[src/rtl/instr_decode_stage.sv]
// Single-entry RV64 decode stage: decodes one fetched instruction into a held issue entry.
// Optional feature macro: DECODE_DEBUG_REQ_EN (debug request turns the accepted entry into a debug trap).
module instr_decode_stage #(
  parameter int unsigned XLEN = 64
) (
  input  logic            clk_i,
  input  logic            rst_i,
  input  logic            flush_i,
  input  logic            debug_req_i,
  input  logic [31:0]     fetch_instr_i,
  input  logic [XLEN-1:0] fetch_pc_i,
  input  logic            fetch_valid_i,
  output logic            fetch_ready_o,
  output logic            issue_valid_o,
  output logic [31:0]     issue_instr_o,
  output logic [XLEN-1:0] issue_pc_o,
  output logic [2:0]      issue_fu_o,
  output logic [4:0]      issue_rd_o,
  output logic [4:0]      issue_rs1_o,
  output logic [4:0]      issue_rs2_o,
  output logic [XLEN-1:0] issue_imm_o,
  output logic            issue_ex_valid_o,
  output logic [XLEN-1:0] issue_ex_cause_o,
  output logic            is_ctrl_flow_o,
  input  logic            issue_ack_i,
  input  logic [1:0]      priv_lvl_i,
  input  logic [1:0]      fs_i,
  input  logic [1:0]      irq_i,
  input  logic            irq_en_i,
  input  logic            debug_mode_i,
  input  logic            tvm_i,
  input  logic            tw_i,
  input  logic            tsr_i
);

  localparam int unsigned CW = XLEN - 1;

  typedef enum logic [2:0] {
    FU_NONE = 3'd0, FU_ALU = 3'd1, FU_LSU = 3'd2, FU_BRANCH = 3'd3,
    FU_CSR = 3'd4, FU_MULT = 3'd5, FU_FPU = 3'd6
  } fu_e;

  localparam logic [6:0] OPC_OP       = 7'b0110011;
  localparam logic [6:0] OPC_OP_IMM   = 7'b0010011;
  localparam logic [6:0] OPC_OP_32    = 7'b0111011;
  localparam logic [6:0] OPC_OP_IMM32 = 7'b0011011;
  localparam logic [6:0] OPC_LUI      = 7'b0110111;
  localparam logic [6:0] OPC_AUIPC    = 7'b0010111;
  localparam logic [6:0] OPC_LOAD     = 7'b0000011;
  localparam logic [6:0] OPC_STORE    = 7'b0100011;
  localparam logic [6:0] OPC_JAL      = 7'b1101111;
  localparam logic [6:0] OPC_JALR     = 7'b1100111;
  localparam logic [6:0] OPC_BRANCH   = 7'b1100011;
  localparam logic [6:0] OPC_SYSTEM   = 7'b1110011;
  localparam logic [6:0] OPC_LOAD_FP  = 7'b0000111;
  localparam logic [6:0] OPC_STORE_FP = 7'b0100111;
  localparam logic [6:0] OPC_OP_FP    = 7'b1010011;

  localparam logic [1:0] PRIV_U = 2'd0;
  localparam logic [1:0] PRIV_S = 2'd1;
  localparam logic [1:0] PRIV_M = 2'd3;

  logic [31:0]     instr;
  logic [6:0]      opcode;
  logic [6:0]      funct7;
  logic            accept;

  fu_e             fu_d, fu_q;
  logic [XLEN-1:0] imm_d, imm_q;
  logic            ctrl_d, ctrl_q;
  logic            illegal_op;
  logic            ex_valid_d, ex_valid_q;
  logic [XLEN-1:0] ex_cause_d, ex_cause_q;
  logic            valid_q;
  logic [31:0]     instr_q;
  logic [XLEN-1:0] pc_q;

  logic [XLEN-1:0] imm_i, imm_s, imm_b, imm_u, imm_j;
  logic            is_priv, is_ecall, is_ebreak, is_sret, is_mret, is_wfi, is_sfence;
  logic            illegal, irq_pending;

  assign instr  = fetch_instr_i;
  assign opcode = instr[6:0];
  assign funct7 = instr[31:25];

  assign fetch_ready_o = !flush_i && (!valid_q || issue_ack_i);
  assign accept        = fetch_valid_i && fetch_ready_o;

  assign imm_i = {{(XLEN-12){instr[31]}}, instr[31:20]};
  assign imm_s = {{(XLEN-12){instr[31]}}, instr[31:25], instr[11:7]};
  assign imm_b = {{(XLEN-13){instr[31]}}, instr[31], instr[7], instr[30:25], instr[11:8], 1'b0};
  assign imm_u = {{(XLEN-32){instr[31]}}, instr[31:12], 12'b0};
  assign imm_j = {{(XLEN-21){instr[31]}}, instr[31], instr[19:12], instr[20], instr[30:21], 1'b0};

  // Privileged SYSTEM encodings (funct3 = 000)
  assign is_priv   = (opcode == OPC_SYSTEM) && (instr[14:12] == 3'b000);
  assign is_ecall  = is_priv && (instr[31:7] == 25'd0);
  assign is_ebreak = is_priv && (instr[31:20] == 12'h001) && (instr[19:7] == 13'd0);
  assign is_sret   = is_priv && (instr[31:20] == 12'h102) && (instr[19:7] == 13'd0);
  assign is_mret   = is_priv && (instr[31:20] == 12'h302) && (instr[19:7] == 13'd0);
  assign is_wfi    = is_priv && (instr[31:20] == 12'h105) && (instr[19:7] == 13'd0);
  assign is_sfence = is_priv && (funct7 == 7'b0001001) && (instr[11:7] == 5'd0);

  // Opcode class, immediate format and control-flow flag
  always_comb begin
    fu_d       = FU_NONE;
    imm_d      = '0;
    ctrl_d     = 1'b0;
    illegal_op = 1'b0;
    case (opcode)
      OPC_OP:                     fu_d = (funct7 == 7'b0000001) ? FU_MULT : FU_ALU;
      OPC_OP_32:                  fu_d = FU_ALU;
      OPC_OP_IMM, OPC_OP_IMM32:   begin fu_d = FU_ALU; imm_d = imm_i; end
      OPC_LUI, OPC_AUIPC:         begin fu_d = FU_ALU; imm_d = imm_u; end
      OPC_LOAD:                   begin fu_d = FU_LSU; imm_d = imm_i; end
      OPC_STORE:                  begin fu_d = FU_LSU; imm_d = imm_s; end
      OPC_JAL:                    begin fu_d = FU_BRANCH; imm_d = imm_j; ctrl_d = 1'b1; end
      OPC_JALR:                   begin fu_d = FU_BRANCH; imm_d = imm_i; ctrl_d = 1'b1; end
      OPC_BRANCH:                 begin fu_d = FU_BRANCH; imm_d = imm_b; ctrl_d = 1'b1; end
      OPC_SYSTEM:                 begin fu_d = FU_CSR; imm_d = imm_i; end
      OPC_LOAD_FP:                begin fu_d = FU_FPU; imm_d = imm_i; end
      OPC_STORE_FP:               begin fu_d = FU_FPU; imm_d = imm_s; end
      OPC_OP_FP:                  fu_d = FU_FPU;
      default:                    illegal_op = 1'b1;
    endcase
  end

  assign illegal = illegal_op
                || ((fu_d == FU_FPU) && (fs_i == 2'd0))
                || (is_sfence && tvm_i && (priv_lvl_i == PRIV_S))
                || (is_wfi && tw_i && (priv_lvl_i != PRIV_M))
                || (is_sret && ((tsr_i && (priv_lvl_i == PRIV_S)) || (priv_lvl_i == PRIV_U)))
                || (is_mret && (priv_lvl_i != PRIV_M));

  assign irq_pending = irq_en_i && (irq_i != 2'b00) && !debug_mode_i;

`ifndef DECODE_DEBUG_REQ_EN
  logic unused_debug_req;
  assign unused_debug_req = debug_req_i;
`endif

  // Exception selection, highest priority first
  always_comb begin
    ex_valid_d = 1'b1;
    ex_cause_d = '0;
`ifdef DECODE_DEBUG_REQ_EN
    if (debug_req_i && !debug_mode_i) ex_cause_d = XLEN'(24);
    else
`endif
    if (irq_pending)  ex_cause_d = {1'b1, irq_i[0] ? CW'(7) : CW'(11)};
    else if (illegal) ex_cause_d = XLEN'(2);
    else if (is_ebreak) ex_cause_d = XLEN'(3);
    else if (is_ecall) begin
      case (priv_lvl_i)
        PRIV_U:  ex_cause_d = XLEN'(8);
        PRIV_S:  ex_cause_d = XLEN'(9);
        default: ex_cause_d = XLEN'(11);
      endcase
    end else begin
      ex_valid_d = 1'b0;
    end
  end

  // Output entry register; flush beats accept, accept beats ack-clear
  always_ff @(posedge clk_i or posedge rst_i) begin
    if (rst_i) begin
      valid_q    <= 1'b0;
      instr_q    <= '0;
      pc_q       <= '0;
      fu_q       <= FU_NONE;
      imm_q      <= '0;
      ctrl_q     <= 1'b0;
      ex_valid_q <= 1'b0;
      ex_cause_q <= '0;
    end else if (flush_i) begin
      valid_q <= 1'b0;
      ctrl_q  <= 1'b0;
    end else if (accept) begin
      valid_q    <= 1'b1;
      instr_q    <= fetch_instr_i;
      pc_q       <= fetch_pc_i;
      fu_q       <= fu_d;
      imm_q      <= imm_d;
      ctrl_q     <= ctrl_d;
      ex_valid_q <= ex_valid_d;
      ex_cause_q <= ex_cause_d;
    end else if (issue_ack_i) begin
      valid_q <= 1'b0;
      ctrl_q  <= 1'b0;
    end
  end

  assign issue_valid_o    = valid_q;
  assign issue_instr_o    = instr_q;
  assign issue_pc_o       = pc_q;
  assign issue_fu_o       = fu_q;
  assign issue_rd_o       = instr_q[11:7];
  assign issue_rs1_o      = instr_q[19:15];
  assign issue_rs2_o      = instr_q[24:20];
  assign issue_imm_o      = imm_q;
  assign issue_ex_valid_o = ex_valid_q;
  assign issue_ex_cause_o = ex_cause_q;
  assign is_ctrl_flow_o   = ctrl_q;

endmodule

[config.mk]
export PLATFORM = sky130hd
export DESIGN_NAME = instr_decode_stage
export DESIGN_NICKNAME = d
export VERILOG_FILES = /design/src/rtl/instr_decode_stage.sv
export SDC_FILE = /design/constraint.sdc
export NUM_CORES = 1
export LEC_CHECK = 0
export BUFFER_PORTS_ARGS = -buffer_cell sky130_fd_sc_hd__buf_2
export CORE_AREA = 2 2 141 143
export CTS_BUF_LIST = sky130_fd_sc_hd__clkbuf_16
export CTS_CLUSTER_SIZE = 8
export DETAILED_ROUTE_END_ITERATION = 10
export DIE_AREA = 0 0 143 145
export SYNTH_ARGS = -nofsm -noshare
export SYNTH_HDL_FRONTEND = slang
export SYNTH_SLANG_ARGS = --single-unit
[constraint.sdc]
create_clock -name clk_i -period 5.2 [get_ports clk_i]
set_input_delay 0.26 -clock clk_i [delete_from_list [all_inputs] [get_ports clk_i]]
set_output_delay 0.26 -clock clk_i [all_outputs]
set_load 0.05 [all_outputs]
# [After elaboration in Yosys (flattened, before gate mapping)]
# Index checks and enable logic that the tools add are counted.
[totals] ff_bits=230 elab_cells=104 output_inout_bits=246 in_bits=113
[classes] n_eq_ne=24 bitwise=1 n_reduce_logical=51 n_mux=20
[op_table] cell="one-hot mux 64 bit (5 select lines)" n=1
[op_table] cell="2-to-1 mux 64 bit" n=1
[op_table] cell="equality test 7 x 6 -> 1 bit (second input constant)" n=5
[op_table] cell="equality test 7 bit (second input constant)" n=5
[op_table] cell="logical NOT 25 bit" n=1
[op_table] cell="equality test 12 x 9 -> 1 bit (second input constant)" n=2
[op_table] cell="logical AND 1 bit" n=24
[op_table] cell="equality test 7 x 5 -> 1 bit (second input constant)" n=3
[op_table] cell="one-hot mux 3 bit (6 select lines)" n=1
[op_table] cell="2-to-1 mux 4 bit" n=4
[op_table] cell="OR reduction 15 bit" n=1
[op_table] cell="logical NOT 13 bit" n=1
[op_table] cell="equality test 12 x 1 -> 1 bit (second input constant)" n=1
[op_table] cell="equality test 12 x 10 -> 1 bit (second input constant)" n=1
[op_table] cell="2-to-1 mux 1 bit" n=11
[op_table] cell="equality test 7 x 1 -> 1 bit (second input constant)" n=1
[op_table] cell="equality test 7 x 2 -> 1 bit (second input constant)" n=1
[op_table] cell="equality test 7 x 3 -> 1 bit (second input constant)" n=1
[op_table] cell="equality test 7 x 4 -> 1 bit (second input constant)" n=1
[op_table] cell="logical OR 1 bit" n=7
[op_table] cell="OR reduction 2 bit" n=3
[op_table] cell="OR reduction 3 bit" n=2
[op_table] cell="OR reduction 6 bit" n=1
[op_table] cell="logical NOT 5 bit" n=1
[op_table] cell="13 further kinds" n=16

# [Logic depth before layout (Yosys ltp)]
# Gate-level depths: netlist of the first run.
[depth] depth_word=12 depth_mapped=8 depth_no_buf=6

# [Least setup slack after synthesis of the first run]
# OpenSTA, ideal clock, no wires.
[synth_path] path_type="register -> register" from="reg valid_q (netlist: issue_valid_o)" to="reg imm_q[20] (netlist: issue_imm_o[20])" synth_period_minus_slack_ns=2.617 setup_slack_ns=2.583 stages_incl_launch_ff=7 setup_ns=0.067 t_arrival_ns=2.550 t_required_ns=5.133 path_buffers=1 cell_sequence="dfrtp_1 > nor2b_1 > nor2_1 > nand2_1 > nor3_1 > clkbuf_1 > a221o_1"
[synth_between] elab_chain_cells=5
[synth_rtl] item="start, declared" line_no="74" rtl="logic valid_q;"
[synth_rtl] item="start signal, assigned" line_no="167" rtl="valid_q <= 1'b0;"
[synth_rtl] item="start signal, assigned" line_no="176" rtl="valid_q <= 1'b0;"
[synth_rtl] item="start signal, assigned" line_no="179" rtl="valid_q <= 1'b1;"
[synth_rtl] item="logical NOT 1 bit" line_no="86" rtl="assign fetch_ready_o = !flush_i && (!valid_q || issue_ack_i);"
[synth_rtl] item="logical OR 1 bit" line_no="86"
[synth_rtl] item="logical AND 1 bit" line_no="86"
[synth_rtl] item="via fetch_ready_o" line_no="13" rtl="output logic fetch_ready_o,"
[synth_rtl] item="logical AND 1 bit" line_no="87" rtl="assign accept = fetch_valid_i && fetch_ready_o;"
[synth_rtl] item="AND reduction 2 bit (no line)"
[synth_rtl] item="end signal, assigned" line_no="183" rtl="imm_q <= imm_d;"
[synth_rtl] item="end, declared" line_no="69" rtl="logic [XLEN-1:0] imm_d, imm_q;"
# The timed path passes the listed nets, and every way through them passes these cells.
# A chain may end at the register's enable or synchronous reset.

# [Worst setup path in the final report of the first run]
[layout_path] from="reg valid_q (netlist: issue_valid_o)" to="reg ex_cause_q[3] (netlist: issue_ex_cause_o[3])"
[layout_between] elab_chain_cells=5
[layout_rtl] item="logical NOT 1 bit" line_no="86"
[layout_rtl] item="logical OR 1 bit" line_no="86"
[layout_rtl] item="logical AND 1 bit" line_no="86"
[layout_rtl] item="logical AND 1 bit" line_no="87"
[layout_rtl] item="AND reduction 2 bit (no line)"
[layout_rtl] item="end signal, assigned" line_no="186" rtl="ex_cause_q <= ex_cause_d;"
[layout_rtl] item="end, declared" line_no="73" rtl="logic [XLEN-1:0] ex_cause_d, ex_cause_q;"
# Every way passes these cells.

==> results of run 1 <==
## Yosys cell counts (2+ instances only)
cell	instances	area, sq um
sky130_fd_sc_hd__mux2_2	2	22.5
sky130_fd_sc_hd__or4_1	2	15.0
sky130_fd_sc_hd__nor4_1	7	43.8
sky130_fd_sc_hd__nand2_1	318	1190
sky130_fd_sc_hd__o21ai_0	11	55.1
sky130_fd_sc_hd__and3_1	2	12.5
sky130_fd_sc_hd__nand2b_1	4	25.0
sky130_fd_sc_hd__dfrtp_1	139	3480
sky130_fd_sc_hd__buf_4	106	796
sky130_fd_sc_hd__a221oi_1	4	35.0
sky130_fd_sc_hd__a21oi_1	20	100
sky130_fd_sc_hd__nand4_1	5	31.3
sky130_fd_sc_hd__nor3_1	3	15.0
sky130_fd_sc_hd__o22a_1	2	17.5
sky130_fd_sc_hd__o21ai_1	12	60.1
sky130_fd_sc_hd__nand3_1	12	60.1
sky130_fd_sc_hd__a22o_1	2	17.5
sky130_fd_sc_hd__and2_1	2	12.5
sky130_fd_sc_hd__or3_1	2	12.5
sky130_fd_sc_hd__buf_2	17	85.1
sky130_fd_sc_hd__clkbuf_1	19	71.3
sky130_fd_sc_hd__a31oi_1	2	12.5
sky130_fd_sc_hd__nor2_1	36	135
sky130_fd_sc_hd__inv_1	6	22.5
sky130_fd_sc_hd__nor2b_1	4	25.0
sky130_fd_sc_hd__a221o_1	11	110
## flip-flops by register name, indices dropped and copies added (netlist names)
| name | flops |
|---|---|
| issue_ex_cause_o | 5 |
| issue_ex_valid_o | 1 |
| is_ctrl_flow_o | 1 |
| issue_instr_o | 32 |
| issue_pc_o | 64 |
| issue_imm_o | 32 |
| issue_valid_o | 1 |
| issue_fu_o | 3 |
## logic make-up (layout without fill, tap and decap cells)
kind of cell / Yosys count / count (layout) / share of synthesized area (%)
flip-flops: 139 / 139 / 52.3
XOR/XNOR: 1 / 1 / 0.132
multiplexers: 2 / 2 / 0.339
AND/OR/NAND/NOR: 403 / 403 / 24.7
buffers and inverters: 150 / 341 / 14.8
AO/OA/AOI/OAI: 73 / 73 / 7.70
other: 1 / 62 / 0.0564
## layout make-up
cell class / count / area share, %
diodes: 3 / 0.0893
clock buffers: 17 / 5.06
clock inverters: 14 / 2.31
inverters: 8 / 0.417
multi-input cells: 538 / 28.7
flip-flops and latches: 139 / 41.4
well taps: 265 / 3.94
repair buffers: 302 / 18.1
## routing by layer
| layer | vias to the layer above | wire length, microns | global-route usage [%] |
|---|---|---|---|
| met5 | - | 0 | 0 |
| met3 | 26 | 1400 | 5.21 |
| met4 | 0 | 293 | 5.64 |
| met1 | 2733 | 8540 | 25.2 |
| met2 | 241 | 9390 | 29.3 |
| li1 | 2789 | - | - |
## metrics by stage
step	setup slack [ns]	util [%]	hold slack [ns]	total power, mW	instances
finish	2.60	43.8	0.0157	3.74	1286
global placement	2.64	40.5	0.450	2.46	1252
detailed placement	2.61	40.5	0.452	2.47	1252
global route	2.40	43.8	0.00988	3.91	1284
floorplan	1.22	-	0.326	2.25	827
CTS	2.59	43.7	0.0111	3.78	1283
## worst paths after layout
kind                                              endpoint  depth (start not counted)                           from  slack (ns)
setup / recovery           issue_ex_cause_o[3]$_DFFE_PP0P_                          7      issue_valid_o$_DFFE_PP0P_        2.60
hold / removal                  issue_pc_o[47]$_DFFE_PP0P_                          2                          rst_i        0.02
setup reg to reg           issue_ex_cause_o[3]$_DFFE_PP0P_                          7      issue_valid_o$_DFFE_PP0P_        2.60
hold reg to reg              issue_instr_o[27]$_DFFE_PP0P_                          2  issue_instr_o[27]$_DFFE_PP0P_        0.47
max in group asynchronous    issue_instr_o[24]$_DFFE_PP0P_                          3                          rst_i        4.04
min in group clk_i               issue_valid_o$_DFFE_PP0P_                          2                        flush_i        0.02
## power groups by stage
| stage | clock network, mW | logic [mW] | registers, mW |
|---|---|---|---|
| global placement | 0 | 1.16 | 1.31 |
| floorplan | 0 | 0.453 | 1.79 |
| global route | 1.38 | 1.22 | 1.31 |
| CTS | 1.33 | 1.16 | 1.29 |
| finish | 1.29 | 1.15 | 1.29 |
| detailed placement | 0 | 1.16 | 1.31 |
## worst register-to-register path, delay by kind of cell (launching register included)
family	cells	cell delay, ns
DFF	1	0.37
and+or+nand+nor	3	1.04
buffers and inverters	1	0.64
AOI/OAI and AO/OA	3	0.42
==> out/qor.txt, run 1 <==
======================================================================================
Outcome ................................................................. complete, no violations
Placement Cell Area .....................................................   7780 sq um
Total Wirelength ........................................................ 19600 microns
Average detailed-routed wire length per instance ........................ 15.3 microns
Share of flip-flops with an asynchronous set or reset after synthesis ...         100%
Number of antenna violations at the first check in global routing .......            3
Power share of the sequential group .....................................        34.6%
Cells resized by post-CTS repair ........................................            0
Most frequent CP cell ................................................... sky130_fd_sc_hd__o21ai_0
Area of the multi-input gates ...........................................   2420 sq um
Switching pwr ...........................................................      1.50 mW
Number of buffers added by the clock tree synthesis step ................           17
Violation count after the first detailed-routing iteration ..............          347
Highest-count cells in the layout ignoring fill and taps ................ 317 x sky130_fd_sc_hd__nand2_1, 298 x sky130_fd_sc_hd__buf_2, 139 x sky130_fd_sc_hd__dfrtp_1
Post-detailed-route DRC marker count ....................................            0
Endpoint kind of the worst setup timing path ............................     register
Final std cell area, no fill ............................................   8410 sq um
Via/cell ratio ..........................................................         4.50
Setup TNS ...............................................................         0 ns
Share of synthesized area occupied by flip-flops and latches ............        52.3%
Register bit count reported by yosys ....................................          139
Most common cell after layout, fill and taps aside ...................... sky130_fd_sc_hd__nand2_1
Peak per-stage delay on the critical path ...............................      0.67 ns
Clock root buffer master ................................................ sky130_fd_sc_hd__clkbuf_16
Initial Utilization .....................................................        34.6%
Data arrival time of the critical path ..................................      2.89 ns
Clock network fraction of design power ..................................        34.6%
Clock sink count ........................................................          139
Total of max-cap violations .............................................            0
Average cell area after synthesis .......................................   8.65 sq um
Most used flip-flop cell after synthesis ................................ sky130_fd_sc_hd__dfrtp_1
Worst vdd rail ir drop ..................................................   0.000213 V
P_leak ..................................................................      4.74 nW
Shortest clock period the worst path allows after layout ................      2.60 ns
Global-route wire length before repair .................................. 30200 microns
Part of the power in combinational logic ................................        30.9%
Data required time at the worst endpoint ................................      5.49 ns
Number of antenna-violating nets in the routed design ...................            0
Buf/Inv on CP ...........................................................            1
Ordered cell list for the critical path ................................. nor2b_1 -> nor2_1 -> and2_4 -> buf_4 -> o21ai_0 -> o21ai_0 -> o21ai_1
Slew headroom ...........................................................        39.7%
Max-slew violations .....................................................            0
Final-report hold violation count .......................................            0
Clock tree from TritonCTS ...............................................        built
Die outline area ........................................................  20700 sq um
Number of primary I/O pins ..............................................          359
Maximum number of pins on one net before global-route repair ............           96
Slew of the pin with the lowest slew margin .............................     0.904 ns
HPWL after detailed placement ........................................... 14100 microns
Total vias in the final route ...........................................         5789
Layout Nets .............................................................         1119
Count of H-tree levels built during CTS .................................            4
Standard cell core area .................................................  19200 sq um
Via count of the first global-routing pass ..............................         5344
Mapped Cells ............................................................          769
Crit Path Class ......................................................... register to register
Ys Warns ................................................................            0
Pre-Repair DR Iteration Count ...........................................            5
Cell area after synthesis ...............................................   6650 sq um
Global-route usage over all layers ......................................        18.7%
CP max stage cell ....................................................... sky130_fd_sc_hd__and2_4
Number of distinct standard cells referenced by the synthesized netlist .           45
Die span in y ...........................................................  145 microns
Final weighted congestion in routability-driven placement ...............        0.853
Count of standard-cell rows .............................................           51
Count of endpoints failing setup in the final report ....................            0
Critical path peak fanout ...............................................           62
FMAX ....................................................................      384 MHz
Kind of path behind the tightest hold check ............................. primary input to async pin
Areal power density over the cells ......................................  444 nW/um^2
Share of the clock period used by the worst path ........................        50.1%
Internal Dissipation ....................................................      2.24 mW
Layout cell share with drive strength beyond 1 ..........................        33.8%
CTS Hold Buffers Added ..................................................            0
Horizontal die dimension ................................................  143 microns
Post-CTS Setup Repair Bufs ..............................................            0
Kind of cell adding the most delay to the critical path ................. simple AND/OR/NAND/NOR gates
Filler Cell Count .......................................................         1966
Post-route clock skew ...................................................   0.00850 ns
Synth-to-Final Area Change ..............................................        26.5%
Number of flops mapped to enable cells by yosys .........................            0
Clk slew on worst S/H paths .............................................      0.06 ns
RSZ-0062 raised after global routing ....................................        false
Port buffer count .......................................................          298
Remaining global-route overflow .........................................            0
Switching share of power ................................................        40.2%
Max Root-Sink Buffers ...................................................            2
Sequential cell area ....................................................   3480 sq um
Clock Latency Late Sink .................................................      0.42 ns
Type of element launching the critical path .............................     register
======================================================================================
Note: power is estimated with default switching activity, not from simulation.
==> run 2, diff against run 1 <==
==> constraint.sdc (replaced) <==
create_clock -name clk_i -period 2.5 [get_ports clk_i]
set_input_delay 0.125 -clock clk_i [delete_from_list [all_inputs] [get_ports clk_i]]
set_output_delay 0.125 -clock clk_i [all_outputs]
set_load 0.05 [all_outputs]
==> run 2 against run 1 <==
  * Via count is 5.5% higher
  * Die area stayed put
  * Total power is 110% higher
  * Sequential power is 110% higher
  * Sequential share of layout area is 4.1 points lower
  * Highest routed layer unchanged
==> out/qor.txt, run 2 (synthesized netlist as in run 1, its figures left out) <==
================================================================================
Remaining global-route overflow ...................................            0   unchanged
FMAX ..............................................................      533 MHz   +39%
Initial Utilization ...............................................        34.6%   unchanged
Highest-count cells in the layout ignoring fill and taps .......... 317 x sky130_fd_sc_hd__nand2_1, 298 x sky130_fd_sc_hd__buf_2, 139 x sky130_fd_sc_hd__dfrtp_1
Standard cell core area ...........................................  19200 sq um   unchanged
Post-route clock skew .............................................   0.00546 ns   -0.00304 ns
Antenna cells .....................................................            0   -3
Worst vdd rail ir drop ............................................   0.000432 V   +100%
Total vias in the final route .....................................         6109   +5.5%
Number of antenna violations at the first check in global routing .            0   -3
Via count of the first global-routing pass ........................         5938   +11%
Critical path peak fanout .........................................           19   -69%
Max Root-Sink Buffers .............................................            2   unchanged
Count of endpoints failing setup in the final report ..............            0   unchanged
HPWL after detailed placement ..................................... 14400 microns   +2.2%
Data arrival time of the critical path ............................      2.15 ns   -0.74 ns
Violation count after the first detailed-routing iteration ........          308   -11%
Shortest clock period the worst path allows after layout ..........      1.87 ns   -0.728 ns
Slew headroom .....................................................        51.6%   +12 points
Number of primary I/O pins ........................................          359   unchanged
Number of antenna-violating nets in the routed design .............            0   unchanged
Count of H-tree levels built during CTS ...........................            4   unchanged
Final-report hold violation count .................................            0   unchanged
Layout cell share with drive strength beyond 1 ....................        31.8%   -2.0 points
Global-route wire length before repair ............................ 32500 microns   +7.8%
Number of buffers added by the clock tree synthesis step ..........           17   unchanged
Filler Cell Count .................................................         1843   -6.3%
P_leak ............................................................      5.13 nW   +8.3%
Horizontal die dimension ..........................................  143 microns   unchanged
Average detailed-routed wire length per instance .................. 14.8 microns   -2.8%
Clock tree from TritonCTS .........................................        built
Max-slew violations ...............................................            0   unchanged
Via/cell ratio ....................................................         4.43   -1.5%
Worst hold slack ..................................................    0.0189 ns   +0.00316 ns
Max reg flops .....................................................           64   unchanged
Total of max-cap violations .......................................            0   unchanged
Type of element launching the critical path .......................     register
Clock Latency Late Sink ...........................................      0.42 ns   about the same
Global-route usage over all layers ................................        20.0%   +1.3 points
Port buffer count .................................................          298   unchanged
Count of standard-cell rows .......................................           51   unchanged
Die span in y .....................................................  145 microns   unchanged
RSZ-0062 raised after global routing ..............................        false
Endpoint kind of the worst setup timing path ......................     register
Synth-to-Final Area Change ........................................        40.5%
Layout Nets .......................................................         1213   +8.4%
Pre-Repair DR Iteration Count .....................................            4   -1
Clock root buffer master .......................................... sky130_fd_sc_hd__clkbuf_16
Die outline area ..................................................  20700 sq um   unchanged
Outcome ........................................................... complete, no violations
Maximum number of pins on one net before global-route repair ......           50   -48%
Most common cell after layout, fill and taps aside ................ sky130_fd_sc_hd__nand2_1
Setup TNS .........................................................         0 ns   unchanged
Slew of the pin with the lowest slew margin .......................     0.726 ns   -0.178 ns
Share of the clock period used by the worst path ..................        75.0%   +25 points
Crit Path Class ................................................... register to register
Total Wirelength .................................................. 20400 microns   +4.1%
Cells resized by post-CTS repair ..................................            0   unchanged
Areal power density over the cells ................................  824 nW/um^2   +85%
Clock sink count ..................................................          139   unchanged
Post-detailed-route DRC marker count ..............................            0   unchanged
Clk slew on worst S/H paths .......................................      0.06 ns   about the same
Kind of path behind the tightest hold check ....................... primary input to register
Final weighted congestion in routability-driven placement .........        0.855   +0.20%
Data required time at the worst endpoint ..........................      2.78 ns   -2.71 ns
================================================================================
==> run 2: changes by cell type in the layout (fill, tap and decap cells not counted), sizes merged <==
cell         before  now
buf             302  310
bufinv            4    2
clkinvlp          1    5
diode             3    0
dlygate4sd3       0   86
inv              11   10
==> run 2: power by group <==
part	internal (mW)	total (mW)	switching, mW
Clock	1.47	2.47	1.01
Combinational	0.553	2.53	1.98
Sequential	2.53	2.69	0.162
==> run 2: path summary, 6_finish.rpt <==
check                                      startpoint                              end  slack (ns)  cells after the start
max                         issue_valid_o$_DFFE_PP0P_  issue_ex_cause_o[1]$_DFFE_PP0P_        0.63                      6
max reg2reg                 issue_valid_o$_DFFE_PP0P_  issue_ex_cause_o[1]$_DFFE_PP0P_        0.63                      6
min                                 fetch_instr_i[17]    issue_instr_o[17]$_DFFE_PP0P_        0.02                      3
min reg2reg                issue_pc_o[17]$_DFFE_PP0P_       issue_pc_o[17]$_DFFE_PP0P_        0.47                      2
max in group asynchronous                       rst_i     issue_instr_o[8]$_DFFE_PP0P_        1.44                      4
min in group asynchronous                       rst_i       issue_pc_o[11]$_DFFE_PP0P_        0.31                      3
==> run 2: layer usage <==
layer | share of wire [%] | vias up | routed length (microns) | track usage, %
met3 | 6.4 | 33 | 1310 | 5.31
met4 | 2.4 | 0 | 484 | 6.98
li1 | - | 2972 | - | -
met5 | 0 | - | 0 | 0
met1 | 43 | 2881 | 8760 | 25.7
met2 | 48 | 223 | 9870 | 32.5
==> run 2: cell type report <==
class	instances	area, sq um	area share (%)
Sequential cell	139	3480	37.2
Tap cell	265	332	3.55
Inverter	8	33.8	0.362
Multi-Input combinational cell	538	2420	25.9
Timing Repair Buffer	396	2500	26.8
Clock buffer	17	425	4.55
Clock inverter	15	149	1.59
==> run 2: critical path, cell delays in order (launching register included) <==
cell	delay, ns
sky130_fd_sc_hd__dfrtp_1	0.37
sky130_fd_sc_hd__nor2b_1	0.14
sky130_fd_sc_hd__nor2_2	0.18
sky130_fd_sc_hd__and2_4	0.34
sky130_fd_sc_hd__nand3_1	0.18
sky130_fd_sc_hd__nor4_1	0.41
sky130_fd_sc_hd__a21oi_1	0.12
==> run 2: repair_timing <==
action	4_1_cts	5_1_grt
endpoints found under the hold margin	108	0
buffers inserted	0	0
hold buffers	86	0
==> run 2: per-stage QoR <==
step	power (mW)	cells	utilization [%]	instance area [sq um]	setup slack, ns
2_1_floorplan	4.67	827	-	6870	0.192
3_3_place_gp	5.15	1260	41.2	7910	0.692
3_5_place_dp	5.16	1260	41.2	7910	0.657
4_1_cts	7.78	1378	48.6	9340	0.627
5_1_grt	8.05	1378	48.6	9340	0.407
6_report	7.70	1378	48.6	9340	0.625
==> run 3, diff against run 2 <==
--- a/config.mk
+++ b/config.mk
@@ -6,11 +6,12 @@
 export NUM_CORES = 1
 export LEC_CHECK = 0
 export BUFFER_PORTS_ARGS = -buffer_cell sky130_fd_sc_hd__buf_2
-export CORE_AREA = 2 2 141 143
+export CORE_AREA = 2 2 139 141
 export CTS_BUF_LIST = sky130_fd_sc_hd__clkbuf_16
 export CTS_CLUSTER_SIZE = 8
 export DETAILED_ROUTE_END_ITERATION = 10
-export DIE_AREA = 0 0 143 145
+export DIE_AREA = 0 0 141 143
+export PLACE_DENSITY = 0.69
 export SYNTH_ARGS = -nofsm -noshare
 export SYNTH_HDL_FRONTEND = slang
 export SYNTH_SLANG_ARGS = --single-unit
==> constraint.sdc (replaced) <==
create_clock -name clk_i -period 1.6 [get_ports clk_i]
set_input_delay 0.08 -clock clk_i [delete_from_list [all_inputs] [get_ports clk_i]]
set_output_delay 0.08 -clock clk_i [all_outputs]
set_load 0.05 [all_outputs]
==> run 3 against run 2 <==
  * Core utilization rose by 5.4 points
  * Flip-flop and latch count stayed put
  * First-iteration DRC count rose by 27%
  * Critical path depth grew 2
  * Register-to-register slack worse by 0.56 ns
  * Via count up 5.4%
  * Clock-buffer cell count stayed put
  * Final area increased by 7.4%
  * Clock power increased by 68%
  * Total power up 62%
  * Largest power group unchanged
==> out/qor.txt, run 3 (synthesized netlist as in run 1, its figures left out) <==
================================================================================
Outcome ........................................................... complete, no violations
FMAX ..............................................................      652 MHz
P_leak ............................................................      5.52 nW   +7.6%
Standard cell core area ...........................................  18600 sq um   -3.3%
Endpoint kind of the worst setup timing path ......................     register
RSZ-0062 raised after global routing ..............................        false
Number of antenna violations at the first check in global routing .            0   unchanged
Total Wirelength .................................................. 21400 microns   +4.9%
Clock sink count ..................................................          139   unchanged
Kind of cell adding the most delay to the critical path ........... simple AND/OR/NAND/NOR gates
Shortest clock period the worst path allows after layout ..........      1.53 ns
Fin util ..........................................................        54.0%   +5.4 points
Die outline area ..................................................  20200 sq um   -2.8%
Clock root buffer master .......................................... sky130_fd_sc_hd__clkbuf_16
Layout cell share with drive strength beyond 1 ....................        36.8%   +5.0 points
Slack of the worst reg-to-reg path ................................      0.07 ns   -0.56 ns
Final-report hold violation count .................................            0   unchanged
Violation count after the first detailed-routing iteration ........          392   +27%
Initial Utilization ...............................................        35.8%   +1.2 points
Synth-to-Final Area Change ........................................        50.9%
Final Instance Count excl. Fillers ................................         1403   +1.8%
Highest-count cells in the layout ignoring fill and taps .......... 300 x sky130_fd_sc_hd__nand2_1, 298 x sky130_fd_sc_hd__buf_2, 138 x sky130_fd_sc_hd__dfrtp_1
Type of element launching the critical path ....................... primary input
Count of endpoints failing setup in the final report ..............            0   unchanged
Max reg flops .....................................................           64   unchanged
Number of primary I/O pins ........................................          359   unchanged
HPWL after detailed placement ..................................... 14800 microns   +3.2%
Clk slew on worst S/H paths .......................................      0.06 ns   about the same
Total of max-cap violations .......................................            0   unchanged
CP max stage cell ................................................. sky130_fd_sc_hd__dlygate4sd3_1
Data required time at the worst endpoint ..........................      1.94 ns   -0.84 ns
Final weighted congestion in routability-driven placement .........        0.925   +8.3%
Remaining global-route overflow ...................................            0   unchanged
Global-route wire length before repair ............................ 32700 microns   +0.40%
Buf/Inv on CP .....................................................            2   +2
Antenna cells .....................................................            0   unchanged
Data arrival time of the critical path ............................      1.88 ns   -0.27 ns
Number of antenna-violating nets in the routed design .............            0   unchanged
Via count of the first global-routing pass ........................         6235   +5.0%
Horizontal die dimension ..........................................  141 microns   -1.4%
Total vias in the final route .....................................         6440   +5.4%
Clock Latency Late Sink ...........................................      0.42 ns   about the same
Clock tree from TritonCTS .........................................        built
Port buffer count .................................................          298   unchanged
Crit Path Class ................................................... primary input to register
Share of the clock period used by the worst path ..................        95.9%
Via/cell ratio ....................................................         4.59   +3.5%
Number of buffers added by the clock tree synthesis step ..........           17   unchanged
Count of standard-cell rows .......................................           50   -2.0%
Areal power density over the cells ................................ 1240 nW/um^2   +51%
Average detailed-routed wire length per instance .................. 15.3 microns   +3.0%
Worst vdd rail ir drop ............................................   0.000765 V   +77%
Count of H-tree levels built during CTS ...........................            4   unchanged
Kind of path behind the tightest hold check ....................... primary input to register
Maximum number of pins on one net before global-route repair ......           63   +26%
Peak per-stage delay on the critical path .........................      0.53 ns   +0.12 ns
Most common cell after layout, fill and taps aside ................ sky130_fd_sc_hd__nand2_1
Max-slew violations ...............................................            0   unchanged
Max Root-Sink Buffers .............................................            2   unchanged
Worst hold slack ..................................................    0.0176 ns   -0.00126 ns
Die span in y .....................................................  143 microns   -1.4%
Critical path peak fanout .........................................            3   -16
Post-detailed-route DRC marker count ..............................            0   unchanged
Placed cells ......................................................         1264   +0.32%
Layout Nets .......................................................         1269   +4.6%
Power Total .......................................................      12.5 mW   +62%
Setup TNS .........................................................         0 ns   unchanged
Post-route clock skew .............................................    0.0138 ns   +0.00833 ns
Ordered cell list for the critical path ........................... dlygate4sd3_1 -> buf_2 -> or4_1 -> nor2_2 -> nand4_1 -> nand3_4 -> nor4_2 -> a21oi_1
Global-route usage over all layers ................................        20.8%   +0.79 points
Pre-Repair DR Iteration Count .....................................            6   +2
================================================================================
==> run 3: where the power goes <==
part | total, mW | internal (mW) | switching [mW]
Clock | 4.16 | 2.61 | 1.54
Sequential | 4.20 | 3.96 | 0.243
Combinational | 4.14 | 0.980 | 3.16
==> run 3: layout make-up <==
class / count / area (sq um)
well taps: 234 / 293
multi-input cells: 539 / 2600
inverters: 8 / 33.8
clock buffers: 17 / 425
clock inverters: 15 / 194
flip-flops and latches: 139 / 3480
fillers: 1648 / 8540
repair buffers: 451 / 3010
==> run 3: through the flow <==
stage,worst slack [ns],area [sq um]
detailed placement,-0.0543,8300
finish,0.0653,10000
floorplan,-0.365,7190
CTS,0.00924,9900
global route,0.00192,10000
global placement,-0.00868,8300
==> run 3: path summary, 6_finish.rpt <==
check / cells after the start / start / to
max in group asynchronous: 4 / rst_i / issue_pc_o[9]$_DFFE_PP0P_
min in group asynchronous: 3 / rst_i / issue_pc_o[56]$_DFFE_PP0P_
hold / removal: 4 / fetch_instr_i[25] / issue_instr_o[25]$_DFFE_PP0P_
hold reg to reg: 2 / issue_instr_o[29]$_DFFE_PP0P_ / issue_instr_o[29]$_DFFE_PP0P_
setup reg to reg: 5 / issue_valid_o$_DFFE_PP0P_ / issue_imm_o[11]$_DFFE_PP0P_
setup / recovery: 8 / fetch_instr_i[12] / issue_ex_valid_o$_DFFE_PP0P_
==> run 3: layer usage <==
layer	share of wire (%)	global-route usage, %	vias up
met3	6.4	6.30	37
li1	-	-	3089
met4	2.4	7.47	0
met2	51	36.2	269
met5	0	0	-
met1	40	24.5	3045
==> run 3: timing repair <==
item / in CTS / in global routing
endpoints found under the setup margin: 2 / 57
hold endpoints to repair: 120 / 0
cloned: 0 / 2
setup buffers: 0 / 8
gates resized for setup: 1 / 9
hold buffers: 97 / 0
pin swaps: 0 / 6
==> run 3: worst register-to-register path, stage by stage (launching register included) <==
cell                      delay (ns)
sky130_fd_sc_hd__dfrtp_2        0.39
sky130_fd_sc_hd__nor2b_4        0.13
sky130_fd_sc_hd__nor2_4         0.16
sky130_fd_sc_hd__and2_4         0.28
sky130_fd_sc_hd__buf_4          0.14
sky130_fd_sc_hd__mux2_2         0.32
